==> src/rtl/otter_pkg.sv <==
// Shared definitions for the OTTER pipeline: RV32I opcodes, load/store
// access types (funct3 encodings) and the memory-stage FSM states.
package otter_pkg;

    typedef enum logic [6:0] {
        OP_LOAD   = 7'b0000011,
        OP_STORE  = 7'b0100011,
        OP_IMM    = 7'b0010011,
        OP_REG    = 7'b0110011,
        OP_LUI    = 7'b0110111,
        OP_AUIPC  = 7'b0010111,
        OP_JAL    = 7'b1101111,
        OP_JALR   = 7'b1100111,
        OP_BRANCH = 7'b1100011,
        OP_SYSTEM = 7'b1110011
    } opcode_t;

    // Access width/extension, straight from funct3 of the load/store.
    localparam logic [2:0] MT_B  = 3'b000;
    localparam logic [2:0] MT_H  = 3'b001;
    localparam logic [2:0] MT_W  = 3'b010;
    localparam logic [2:0] MT_BU = 3'b100;
    localparam logic [2:0] MT_HU = 3'b101;

    typedef enum logic {
        IDLE = 1'b0,
        REQ  = 1'b1
    } mem_state_t;

endpackage

==> src/rtl/otter_mem_stage_if.sv <==
// Data-memory bus between the memory stage (master) and the memory (slave).
// The request fields stay stable from request until ack.
interface otter_mem_stage_if;

    logic        req;
    logic        we;
    logic [31:0] addr;
    logic [3:0]  be;
    logic [31:0] wdata;
    logic        ack;
    logic [31:0] rdata;

    modport master (output req, we, addr, be, wdata, input ack, rdata);
    modport slave  (input req, we, addr, be, wdata, output ack, rdata);

endinterface

==> src/rtl/otter_mem_align.sv <==
// Byte-lane formatting for the memory stage: store byte enables and lane
// replication, access-legality check, and load lane select with extension.
module otter_mem_align
    import otter_pkg::*;
(
    input  logic [2:0]  st_type,
    input  logic [1:0]  st_addr_lo,
    input  logic [31:0] st_wdata,
    output logic [3:0]  st_be,
    output logic [31:0] st_wdata_fmt,
    output logic        access_fault,
    input  logic [2:0]  ld_type,
    input  logic [1:0]  ld_addr_lo,
    input  logic [31:0] ld_rdata,
    output logic [31:0] ld_data
);

    // Store side: enables and replicated data from the access size.
    always_comb begin
        // NOTE: every output gets a default first so no path infers a latch.
        st_be        = 4'b1111;
        st_wdata_fmt = st_wdata;
        unique case (st_type[1:0])
            2'b00: begin
                st_be        = 4'b0001 << st_addr_lo;
                st_wdata_fmt = {4{st_wdata[7:0]}};
            end
            2'b01: begin
                st_be        = st_addr_lo[1] ? 4'b1100 : 4'b0011;
                st_wdata_fmt = {2{st_wdata[15:0]}};
            end
            default: ;
        endcase
    end

    // Misaligned halves/words and the unused funct3 codes are rejected.
    always_comb begin
        access_fault = 1'b1;
        case (st_type)
            MT_B, MT_BU: access_fault = 1'b0;
            MT_H, MT_HU: access_fault = st_addr_lo[0];
            MT_W:        access_fault = (st_addr_lo != 2'b00);
            default:     access_fault = 1'b1;
        endcase
    end

    // Load side: pick the lane, then sign- or zero-extend by type[2].
    always_comb begin
        logic [7:0]  ld_byte;
        logic [15:0] ld_half;
        ld_byte = ld_rdata[7:0];
        unique case (ld_addr_lo)
            2'd0: ld_byte = ld_rdata[7:0];
            2'd1: ld_byte = ld_rdata[15:8];
            2'd2: ld_byte = ld_rdata[23:16];
            2'd3: ld_byte = ld_rdata[31:24];
        endcase
        ld_half = ld_addr_lo[1] ? ld_rdata[31:16] : ld_rdata[15:0];
        ld_data = ld_rdata;
        unique case (ld_type[1:0])
            2'b00:   ld_data = {{24{ld_byte[7] & ~ld_type[2]}}, ld_byte};
            2'b01:   ld_data = {{16{ld_half[15] & ~ld_type[2]}}, ld_half};
            default: ld_data = ld_rdata;
        endcase
    end

endmodule

==> src/rtl/otter_mem_stage.sv <==
// OTTER memory stage: accepts one instruction at a time from execute,
// performs at most one data-memory access, and pulses the result to
// write-back. Non-memory and faulting ops complete in one cycle.
module otter_mem_stage
    import otter_pkg::*;
(
    input  logic               CLK,
    input  logic               RESET,
    input  logic               ex_valid,
    output logic               ex_ready,
    input  logic               ex_mem_read,
    input  logic               ex_mem_write,
    input  logic [2:0]         ex_mem_type,
    input  logic [31:0]        ex_addr,
    input  logic [31:0]        ex_wdata,
    input  logic [4:0]         ex_rd_addr,
    input  logic               ex_reg_write,
    otter_mem_stage_if.master  dmem,
    output logic               wb_valid,
    output logic [4:0]         wb_rd_addr,
    output logic               wb_reg_write,
    output logic [31:0]        wb_data,
    output logic               mem_fault
);

    mem_state_t  state;
    logic [2:0]  ld_type;
    logic [1:0]  ld_addr_lo;
    logic [4:0]  ld_rd_addr;
    logic        ld_reg_write;

    logic [3:0]  st_be;
    logic [31:0] st_wdata_fmt;
    logic        access_fault;
    logic [31:0] ld_data;
    logic        is_mem;

    assign ex_ready = (state == IDLE);
    assign is_mem   = ex_mem_read | ex_mem_write;

    otter_mem_align u_align (
        .st_type      (ex_mem_type),
        .st_addr_lo   (ex_addr[1:0]),
        .st_wdata     (ex_wdata),
        .st_be        (st_be),
        .st_wdata_fmt (st_wdata_fmt),
        .access_fault (access_fault),
        .ld_type      (ld_type),
        .ld_addr_lo   (ld_addr_lo),
        .ld_rdata     (dmem.rdata),
        .ld_data      (ld_data)
    );

    // Stage FSM: accept in IDLE, hold the bus request in REQ until ack.
    always_ff @(posedge CLK or negedge RESET) begin
        // NOTE: every register here, bus and write-back included, is
        // cleared by reset so an abandoned access leaves nothing behind.
        if (!RESET) begin
            state        <= IDLE;
            dmem.req     <= 1'b0;
            dmem.we      <= 1'b0;
            dmem.addr    <= '0;
            dmem.be      <= '0;
            dmem.wdata   <= '0;
            wb_valid     <= 1'b0;
            wb_rd_addr   <= '0;
            wb_reg_write <= 1'b0;
            wb_data      <= '0;
            mem_fault    <= 1'b0;
            ld_type      <= '0;
            ld_addr_lo   <= '0;
            ld_rd_addr   <= '0;
            ld_reg_write <= 1'b0;
        end else begin
            // NOTE: non-blocking assignments so every register updates from
            // pre-edge values regardless of statement order.
            wb_valid  <= 1'b0;
            mem_fault <= 1'b0;
            unique case (state)
                IDLE: begin
                    if (ex_valid) begin
                        if (!is_mem) begin
                            wb_valid     <= 1'b1;
                            wb_data      <= ex_addr;
                            wb_rd_addr   <= ex_rd_addr;
                            wb_reg_write <= ex_reg_write;
                        end else if (access_fault) begin
                            wb_valid     <= 1'b1;
                            mem_fault    <= 1'b1;
                            wb_rd_addr   <= ex_rd_addr;
                            wb_reg_write <= 1'b0;
                        end else begin
                            dmem.req     <= 1'b1;
                            dmem.we      <= ex_mem_write;
                            dmem.addr    <= {ex_addr[31:2], 2'b00};
                            dmem.be      <= st_be;
                            dmem.wdata   <= st_wdata_fmt;
                            ld_type      <= ex_mem_type;
                            ld_addr_lo   <= ex_addr[1:0];
                            ld_rd_addr   <= ex_rd_addr;
                            ld_reg_write <= ex_reg_write;
                            state        <= REQ;
                        end
                    end
                end
                REQ: begin
                    if (dmem.ack) begin
                        dmem.req   <= 1'b0;
                        wb_valid   <= 1'b1;
                        wb_rd_addr <= ld_rd_addr;
                        if (dmem.we) begin
                            wb_reg_write <= 1'b0;
                        end else begin
                            wb_reg_write <= ld_reg_write;
                            wb_data      <= ld_data;
                        end
                        state <= IDLE;
                    end
                end
                default: state <= IDLE;
            endcase
        end
    end

endmodule

==> src/flat_wrapper.sv <==
// flat-port wrapper written by rule: the top's interface ports become plain ports
module otter_mem_stage_flat import otter_pkg::*;
  (CLK, RESET, ex_valid, ex_ready, ex_mem_read, ex_mem_write, ex_mem_type, ex_addr, ex_wdata, ex_rd_addr, ex_reg_write, wb_valid, wb_rd_addr, wb_reg_write, wb_data, mem_fault, dmem_req, dmem_we, dmem_addr, dmem_be, dmem_wdata, dmem_ack, dmem_rdata);
  otter_mem_stage_if dmem_i ();
  input  logic CLK;
  input  logic RESET;
  input  logic ex_valid;
  output logic ex_ready;
  input  logic ex_mem_read;
  input  logic ex_mem_write;
  input  logic [2:0] ex_mem_type;
  input  logic [31:0] ex_addr;
  input  logic [31:0] ex_wdata;
  input  logic [4:0] ex_rd_addr;
  input  logic ex_reg_write;
  output logic wb_valid;
  output logic [4:0] wb_rd_addr;
  output logic wb_reg_write;
  output logic [31:0] wb_data;
  output logic mem_fault;
  output wire logic [$bits(dmem_i.req)-1:0] dmem_req;
  output wire logic [$bits(dmem_i.we)-1:0] dmem_we;
  output wire logic [$bits(dmem_i.addr)-1:0] dmem_addr;
  output wire logic [$bits(dmem_i.be)-1:0] dmem_be;
  output wire logic [$bits(dmem_i.wdata)-1:0] dmem_wdata;
  input wire logic [$bits(dmem_i.ack)-1:0] dmem_ack;
  input wire logic [$bits(dmem_i.rdata)-1:0] dmem_rdata;
  assign dmem_req = dmem_i.req;
  assign dmem_we = dmem_i.we;
  assign dmem_addr = dmem_i.addr;
  assign dmem_be = dmem_i.be;
  assign dmem_wdata = dmem_i.wdata;
  assign dmem_i.ack = dmem_ack;
  assign dmem_i.rdata = dmem_rdata;
  otter_mem_stage u_core (.CLK(CLK), .RESET(RESET), .ex_valid(ex_valid), .ex_ready(ex_ready), .ex_mem_read(ex_mem_read), .ex_mem_write(ex_mem_write), .ex_mem_type(ex_mem_type), .ex_addr(ex_addr), .ex_wdata(ex_wdata), .ex_rd_addr(ex_rd_addr), .ex_reg_write(ex_reg_write), .dmem(dmem_i), .wb_valid(wb_valid), .wb_rd_addr(wb_rd_addr), .wb_reg_write(wb_reg_write), .wb_data(wb_data), .mem_fault(mem_fault));
endmodule
==> config.mk <==
export PLATFORM = sky130hd
export DESIGN_NAME = otter_mem_stage_flat
export DESIGN_NICKNAME = d
export VERILOG_FILES = /design/src/rtl/otter_pkg.sv /design/src/rtl/otter_mem_stage_if.sv /design/src/rtl/otter_mem_align.sv /design/src/rtl/otter_mem_stage.sv /design/src/flat_wrapper.sv
export SDC_FILE = /design/constraint.sdc
export NUM_CORES = 1
export LEC_CHECK = 0
export BUFFER_PORTS_ARGS = -buffer_cell sky130_fd_sc_hd__buf_4
export CAP_MARGIN = 40
export CORE_MARGIN = 2
export CORE_UTILIZATION = 40
export DETAILED_ROUTE_END_ITERATION = 8
export MAX_ROUTING_LAYER = met4
export PLACE_DENSITY = 0.66
export SLEW_MARGIN = 20
export SYNTH_ARGS = -nofsm -noshare
export SYNTH_HDL_FRONTEND = slang
export SYNTH_HIERARCHICAL = 1
export SYNTH_SLANG_ARGS = --single-unit
export TNS_END_PERCENT = 50
==> constraint.sdc <==
create_clock -name CLK -period 4.77 [get_ports CLK]
set_input_delay 0.7155 -clock CLK [delete_from_list [all_inputs] [get_ports CLK]]
set_output_delay 0.7155 -clock CLK [all_outputs]
set_load 0.01 [all_outputs]
==> metrics.csv, run 1 <==
stage;metric;value;unit
yosys;synthCells;500;
route;drt-initial-drc-count;306;
yosys;synth_warnings;6;
global_route;grt.total_usage;20.92;%
place;portBuffers;219;
global_route;antenna_found_initial;0;
sta;worst_pin_slew;772.4;ps
sta;clock.fmax;356.6;MHz
finish;fin_util;56.28;%
route;vias;4688;
yosys;synthFlopType;dfrtp_1;
flow_run;maxCapViolCount;0;
die;core_area;15310;um2
power;netSwitchingPower;0.001342;W
power;p_seq_share;36.5;%
die;num_rows;45;
clocking;clk_latency;410;ps
worst_setup_path;r2r_end;u_core/wb_data[12];
yosys;synth_edf_count;0;
sta;rsz0062_at_grt;false;
worst_setup_path;worstPathRequired;5060;ps
yosys;ys_ff_latch;120;
clocking;htreeDepth;4;
finish;nets;815;
yosys;netlist_area;6325;um2
worst_setup_path;cp_data_arrival_time;3090;ps
sta;finalCriticalPeriod;2804;ps
power;ir_drop;0.2551;mV
die;die_area;16830;um2
finish;layout-drive-gt1-share;61.45;%
hold_path;hold_class;in2async;
die;die_y;129.7;um
clocking;cts_buffer_depth;2;
finish;mostFrequentLayoutCells;buf_4 (223), mux2_2 (168), dfrtp_1 (119);
worst_setup_path;r2r_start;u_core/ld_type[0];
place;place_inst;895;
outcome;status;finished, final reports clean;
global_route;grt-ovfl-total;0;
clocking;root_buffer;clkbuf_16;
place;dp_hpwl;12630;um
worst_setup_path;reg2reg_depth;6;
sta;relSlewSlack;48.32;%
power;clkPwrFrac;27.0;%
route;final_antenna_net_count;0;
sta;finalSetupViolations;0;
route;finalWirelength;16750;um
clocking;cts_made_buffers;17;
power;intPower;0.003035;W
power;power.total;0.004377;W
yosys;synthArstFlopShare;100.0;%
die;io_pins;222;
global_route;grt_first_pass_wirelength;25900;um
power;pwr-share-comb;36.5;%
worst_setup_path;startpoint_type;input port;
sta;maxSlewViolCount;0;
worst_setup_path;r2r_slack;2350;ps
yosys;syn_area_per_cell;12.65;um2
power;p_leak;3.967;nW
worst_setup_path;path_class;in2reg;
clocking;cts_hold_buffers;0;
power;swShare;30.66;%
worst_setup_path;critPathCaptureType;register;
route;drc_errors;0;
sta;setup_tns;0;ps
sta;period_share;58.79;%
power;power_density;507.8;nW/um2
finish;final_cells;927;
place;place_congestion;0.8491;
yosys;synth_cell_types;36;
clocking;cts_sinks;120;
clocking;cts_repair_resize_count;0;
sta;final_hold_viol_count;0;
clocking;clkTransAtPathRegs;50;ps
finish;syn2layout_area_growth;36.28;%
worst_setup_path;critPathMaxFanout;57;
clocking;post-cts-setup-buffers;0;
die;die_x;129.7;um
sta;fin_skew;9.108;ps
global_route;grt_max_degree;58;
route;via_per_inst;5.057;
route;first_pass_iters;4;
yosys;ys_seq_area_share;47.48;%
global_route;grt_pass1_vias;4809;
route;wl_per_cell;18.06;um
clocking;cts_tree;built;
die;initial_core_util;41.30;%
sta;timing.hold.ws;249.8;ps
finish;final_common_cell;buf_4;
finish;antenna_cells;0;
power by group through the flow:
stage	clock (W)	sequential, W	combinational (W)
floorplan	0	0.00170	0.000735
global placement	0	0.00162	0.00155
detailed placement	0	0.00163	0.00159
CTS	0.00122	0.00162	0.00160
global route	0.00128	0.00165	0.00172
finish	0.00118	0.00160	0.00160
cell usage after synthesis, drive strengths merged, types with 2 or more instances:
master  instances  area share, %
mux2          170             30
dfrtp         120             47
nand2          50            3.0
buf            27            3.9
o21ai          17            1.3
clkbuf         16           0.95
nor2           14           0.87
inv            12           0.71
nor2b          10           0.99
a221o           9            1.4
mux2i           9            1.4
a211oi          7           0.83
mux4            7            2.5
o22ai           7           0.69
o21bai          4           0.47
a21o            3           0.36
nand2b          3           0.42
nor3            2           0.34
or2             2           0.24
area by class of cell:
| cell class | count | area, um2 |
|---|---|---|
| clock buffer | 22 | 474.2 |
| tap | 211 | 264.0 |
| timing repair buffer | 227 | 1772 |
| inverter | 12 | 45.04 |
| fill | 1333 | 6695 |
| sequential | 120 | 3004 |
| multi-input combinational | 326 | 2985 |
| clock inverter | 9 | 75.07 |
worst max-delay path: stages:
cell and delay [ps]:
buf_4 210, nor2_1 620, nor2_1 230, nor3_4 230, buf_4 600, mux2_2 420
sequential cells by signal (all words and copies together) (netlist names):
| signal | cells |
|---|---|
| u_core/dmem.wdata | 32 |
| u_core/wb_data | 32 |
| u_core/dmem.addr | 30 |
| u_core/ld_rd_addr | 5 |
| u_core/wb_rd_addr | 5 |
| u_core/dmem.be | 4 |
| u_core/ld_type | 3 |
| u_core/ld_addr_lo | 2 |
| u_core/dmem.req | 1 |
| u_core/dmem.we | 1 |
| u_core/ld_reg_write | 1 |
| u_core/mem_fault | 1 |
| u_core/state | 1 |
| u_core/wb_reg_write | 1 |
| u_core/wb_valid | 1 |
per-stage QoR:
stage               setup slack [ps]  instance area, um2
global route                    1769                8620
detailed placement              1519                8055
global placement                1649                7973
finish                          1966                8620
CTS                             1985                8605
floorplan                       2384                6329
layer usage:
metal  vias to the layer above  global-route usage (%)  share of wire (%)
li1                       2198                       -                  -
met1                      2287                   26.17                 42
met2                       190                   32.55                 48
met3                        13                   7.175                8.7
met4                         0                   5.756                1.0
met5                         -                       -                  0
cells by family after synthesis:
group	synth area share [%]
AOI/OAI and AO/OA	6.251
buffers and inverters	5.579
DFF	47.48
muxes	34.18
other	0.05929
and+or+nand+nor	6.449
how the worst max path moves through the flow:
stage	startpoint	to	slack [ps]	cells past startpoint
final	ex_mem_type[1]	u_core/dmem.addr[3]	1970	6
after global routing	ex_mem_type[1]	u_core/dmem.addr[18]	1770	6
after CTS	ex_mem_type[1]	u_core/dmem.addr[3]	1990	6
after detailed placement	ex_mem_type[1]	u_core/dmem.addr[3]	1520	6
after global placement	ex_mem_type[1]	u_core/dmem.addr[13]	1650	6
after floorplan	ex_mem_type[0]	u_core/dmem.addr[10]	2380	5
Power figures use the tool's default switching activity.
==> run 2, diff against run 1 <==
- ABC_AREA: unset -> 1
- clock period: 4.77 -> 2.7 ns (I/O delays scaled with it)
==> metrics.csv, run 2 <==
stage;metric;value;unit
place;dp_hpwl;14800;um
global_route;grt_max_degree;50;
yosys;synthFlopType;dfrtp_1;
route;vias;6686;
route;drt-initial-drc-count;437;
finish;top_regs;u_core/dmem.wdata x32, u_core/wb_data x32, u_core/dmem.addr x30;
yosys;synth_area_leaders;dfrtp_1 (46%), nand2_1 (28%), nand3_1 (12%), buf_4 (2.9%), buf_2 (2.1%);
clocking;cts_repair_resize_count;0;
yosys;ys_seq_area_share;45.80;%
worst_setup_path;critPathMaxFanout;24;
yosys;synth_warnings;6;
clocking;post-cts-setup-buffers;0;
route;first_pass_iters;8;
yosys;yosys.area.top_type;dfrtp_1;
outcome;status;finished, final reports clean;
worst_setup_path;worst-path-buf-inv;0;
clocking;cts_made_buffers;17;
finish;finalInstanceArea;8752;um2
yosys;synth_top_family_by_area;simple AND/OR/NAND/NOR gates;
sta;relSlewSlack;54.55;%
yosys;muxShareOfSynthArea;0;%
yosys;synth_compound_area_share;2.481;%
power;power_density;827.9;nW/um2
route;via_per_inst;5.031;
clocking;cts_buffer_depth;2;
sta;rsz0062_at_grt;false;
route;wl_per_cell;15.81;um
sta;maxSlewViolCount;0;
clocking;root_buffer;clkbuf_16;
worst_setup_path;cp_top_family;simple AND/OR/NAND/NOR gates;
flow_run;maxCapViolCount;0;
die;die_y;132.0;um
worst_setup_path;path_cells;nor2_2 > a21oi_2 > nand3_4 > nand3_1 > nand2_1 > nand2_1 > nand3_1 > nand2_1;
die;core_area;15940;um2
power;p_leak;4.991;nW
global_route;grt_first_pass_wirelength;33710;um
global_route;antenna_found_initial;0;
yosys;synth_cell_types;26;
sta;finalCriticalPeriod;1957;ps
sta;clock.fmax;510.9;MHz
yosys;synth-adder-area-share;0;%
hold_path;hold_class;in2async;
yosys;synth_edf_count;0;
sta;final_hold_viol_count;0;
worst_setup_path;worstPathRequired;3060;ps
yosys;ys_ff_latch;120;
yosys;yosys.area_share.simple;43.61;%
clocking;clk_latency;420;ps
global_route;grt-ovfl-total;0;
yosys;synthArstFlopShare;100.0;%
place;place_inst;1299;
yosys;synth_xor_area_share;0;%
yosys;synth_top_area_share;45.80;%
power;ir_drop;0.4650;mV
yosys;netlist_area;6556;um2
clocking;cts_tree;built;
worst_setup_path;cpMostUsedCell;nand2_1;
worst_setup_path;max_stage_delay;630;ps
worst_setup_path;startpoint_type;register;
route;finalWirelength;21010;um
worst_setup_path;path_class;reg2reg;
finish;final_cells;1329;
route;drc_errors;0;
sta;timing.hold.ws;6.799;ps
sta;setup_tns;0;ps
clocking;htreeDepth;4;
die;die_x;132.0;um
sta;worst_pin_slew;679.3;ps
sta;fin_skew;8.922;ps
die;die_area;17430;um2
global_route;grt_pass1_vias;6400;
finish;mostFrequentLayoutCells;nand2_1 (488), buf_4 (234), nand3_1 (157);
die;initial_core_util;41.12;%
place;portBuffers;219;
global_route;grt.total_usage;25.10;%
finish;syn2layout_area_growth;33.49;%
worst_setup_path;crit_path_top_delay_cell;dfrtp_1;
clocking;clkTransAtPathRegs;60;ps
finish;final_common_cell;nand2_1;
clocking;cts_hold_buffers;0;
place;place_congestion;0.8966;
finish;antenna_cells;0;
yosys;synthCells;913;
finish;nFillCells;1606;
die;num_rows;46;
worst_setup_path;cp_data_arrival_time;2310;ps
finish;nets;1213;
finish;layout-drive-gt1-share;26.42;%
die;io_pins;222;
route;final_antenna_net_count;0;
clocking;cts_sinks;120;
yosys;synth.most_common_cell;nand2_1;
worst_setup_path;critPathCaptureType;register;
place;placed_cell_area;8185;um2
sta;finalSetupViolations;0;
yosys;synthTopCellsByCount;nand2_1 (488), nand3_1 (157), dfrtp_1 (120);
sta;period_share;72.50;%
yosys;syn_area_per_cell;7.181;um2
## run 2: path summary, 6_finish.rpt
kind                                      start                    to  slack, ps  depth (start not counted)
min reg2reg                u_core/dmem.addr[23]  u_core/dmem.addr[23]        470                          2
max                        u_core/ld_addr_lo[0]    u_core/wb_data[28]        740                          8
min                                       RESET   u_core/dmem.addr[5]          7                          1
max reg2reg                u_core/ld_addr_lo[0]    u_core/wb_data[28]        740                          8
min in group CLK                       dmem_ack          u_core/state        200                          2
max in group asynchronous                 RESET  u_core/dmem.wdata[8]       2010                          2
## run 2: routing by layer
layer  track usage, %  vias up  wire (um)
li1                 -     3259          -
met1            32.34     3122       9160
met2            38.80      268       9888
met3            5.344       37       1417
met4            9.662        0        546
met5                -        -          0
## run 2: kinds of logic (layout without fill, tap and decap cells)
kind of cell | after synthesis | in the layout
flip-flops | 120 | 120
AO/OA/AOI/OAI | 26 | 26
AND/OR/NAND/NOR | 673 | 673
buffers and inverters | 93 | 292
other | 1 | 2
## run 2: metrics by stage
stage                     setup WS [ps]  util [%]  power [W]
final                             742.6     54.90   0.007246
after global routing              564.1     54.90   0.007684
after CTS                         753.9     54.90   0.007287
after detailed placement          670.7     51.34   0.005097
after global placement            735.7     51.34   0.005066
after floorplan                    1123         -   0.003923
## run 2: power by group
group	leakage, nW	total [W]	internal [W]	switching [W]
registers	1.50	0.00261	0.00228	0.000329
clock network	0.277	0.00218	0.00137	0.000803
logic	3.21	0.00246	0.00107	0.00139
total	4.99	0.00725	0.00473	0.00252
## run 2: final cells by class
cell class              instances  area, um2  area share [%]
well taps                     216      270.3           3.088
flip-flops and latches        120       3003           34.31
multi-input cells             701       3029           34.61
repair buffers                235       1777           20.30
clock buffers                  23      498.0           5.690
inverters                      27      106.4           1.215
clock inverters                 7      68.82          0.7863
==> run 3, diff against run 2 <==
- PLACE_DENSITY: 0.66 -> 0.68
- clock period: 2.7 -> 1.6 ns (I/O delays scaled with it)
==> metrics.csv, run 3 (synthesis gave the netlist of run 2 again) <==
stage;metric;value;unit
outcome;status;finished, final reports clean;
worst_setup_path;cp_top_family;simple AND/OR/NAND/NOR gates;
sta;rsz0062_at_grt;true;
place;pre_cts_ws;-278.2;ps
place;portBuffers;219;
worst_setup_path;cp_data_arrival_time;1840;ps
die;num_rows;46;
global_route;grt-ovfl-total;0;
die;die_y;132.0;um
route;final_antenna_net_count;0;
clocking;clkTransAtPathRegs;60;ps
global_route;grt_first_pass_wirelength;34030;um
route;via_per_inst;5.042;
route;drc_errors;0;
route;finalWirelength;21730;um
clocking;cts_buffer_depth;2;
global_route;antenna_found_initial;0;
finish;layout-drive-gt1-share;28.93;%
finish;nets;1242;
worst_setup_path;path_cells;nor2_2 > a21oi_4 > buf_12 > nand3_4 > nand3_2 > nand2_1 > nand2_1 > nand3_1 > nand2_1;
sta;period_share;96.26;%
route;vias;6857;
clocking;cts_tree;built;
finish;nFillCells;1510;
place;dp_hpwl;15200;um
sta;finalSetupViolations;0;
sta;clock.fmax;649.3;MHz
route;wl_per_cell;15.98;um
die;die_area;17430;um2
clocking;cts_made_buffers;17;
finish;final_common_cell;nand2_1;
flow_run;maxCapViolCount;0;
route;topRoutingLayerUsed;met4;
place;place_congestion;0.9603;
power;p_leak;5.208;nW
power;power.total;0.01336;W
worst_setup_path;crit_path_top_delay_cell;dfrtp_2;
worst_setup_path;startpoint_type;register;
place;place_inst;1322;
global_route;grt.total_usage;25.21;%
power;ir_drop;0.7973;mV
die;die_x;132.0;um
power;power_density;1440;nW/um2
die;io_pins;222;
worst_setup_path;critPathMaxFanout;11;
worst_setup_path;cpMostUsedCell;nand2_1;
finish;top_regs;u_core/dmem.wdata x32, u_core/wb_data x32, u_core/dmem.addr x30;
clocking;cts_sinks;120;
finish;antenna_cells;0;
route;first_pass_iters;5;
hold_path;hold_class;in2reg;
sta;final_hold_viol_count;0;
die;core_area;15940;um2
route;dr_wl_met3;1505;um
worst_setup_path;worstPathRequired;1900;ps
global_route;grt_max_degree;69;
clocking;root_buffer;clkbuf_16;
global_route;grt_pass1_vias;6451;
worst_setup_path;path_class;reg2reg;
route;wl_met2;10260;um
sta;finalCriticalPeriod;1540;ps
route;drt-initial-drc-count;533;
worst_setup_path;critPathCaptureType;register;
sta;maxSlewViolCount;0;
worst_setup_path;max_stage_delay;480;ps
finish;mostFrequentLayoutCells;nand2_1 (487), buf_4 (247), nand3_1 (157);
clocking;clk_latency;420;ps
route;m1WireLength;9473;um
clocking;htreeDepth;4;
worst_setup_path;worst-path-buf-inv;1;
finish;syn2layout_area_growth;41.53;%
sta;setup_slack;59.86;ps
finish;final_cells;1360;
worst_setup_path;r2r_slack;60;ps
die;initial_core_util;41.12;%
sta;fin_skew;5.829;ps
[run 3: per-layer routing]
metal	vias up	track usage, %
met1	3188	33.07
li1	3341	-
met3	38	5.882
met2	290	38.48
met4	0	8.575
met5	-	-
[run 3: metrics by stage]
step | utilization, % | setup TNS [ps] | hold slack [ps] | cell area, um2
after floorplan | - | 0 | -55.59 | 6560
after global routing | 58.20 | -27.98 | 12.03 | 9279
final | 58.20 | 0 | 22.97 | 9279
after detailed placement | 53.13 | -19770 | 266.4 | 8471
after CTS | 57.57 | 0 | 8.924 | 9179
after global placement | 53.13 | -13460 | 270.0 | 8471
[run 3: layout make-up]
cell class / count / area [um2] / area share (%)
clock buffer: 18 / 429.2 / 4.625
clock inverter: 14 / 247.7 / 2.670
inverter: 27 / 112.6 / 1.214
multi-input combinational: 705 / 3122 / 33.64
sequential: 120 / 3008 / 32.42
tap: 216 / 270.3 / 2.913
timing repair buffer: 259 / 2085 / 22.46
timing repair inverter: 1 / 5.005 / 0.05394
[run 3: repair_timing]
action,in CTS,in global routing
cloned,1,4
hold buffers,1,0
pin swaps,1,2
setup buffers,0,1
endpoints found under the hold margin,120,0
endpoints found under the setup margin,25,72
resized for setup,4,11
[run 3: final timing paths]
path                                      start                   end  depth (start not counted)
setup / recovery           u_core/ld_addr_lo[1]    u_core/wb_data[24]                          9
hold / removal                         dmem_ack          u_core/state                          2
setup reg to reg           u_core/ld_addr_lo[1]    u_core/wb_data[24]                          9
hold reg to reg            u_core/dmem.addr[16]  u_core/dmem.addr[16]                          2
max in group asynchronous                 RESET  u_core/ld_addr_lo[0]                          3
min in group asynchronous                 RESET    u_core/wb_data[14]                          3
[run 3: where the power goes]
group / leakage (nW) / switching, W / internal [W]
registers: 1.50 / 0.000555 / 0.00385
logic: 3.39 / 0.00250 / 0.00204
clock network: 0.321 / 0.00148 / 0.00294
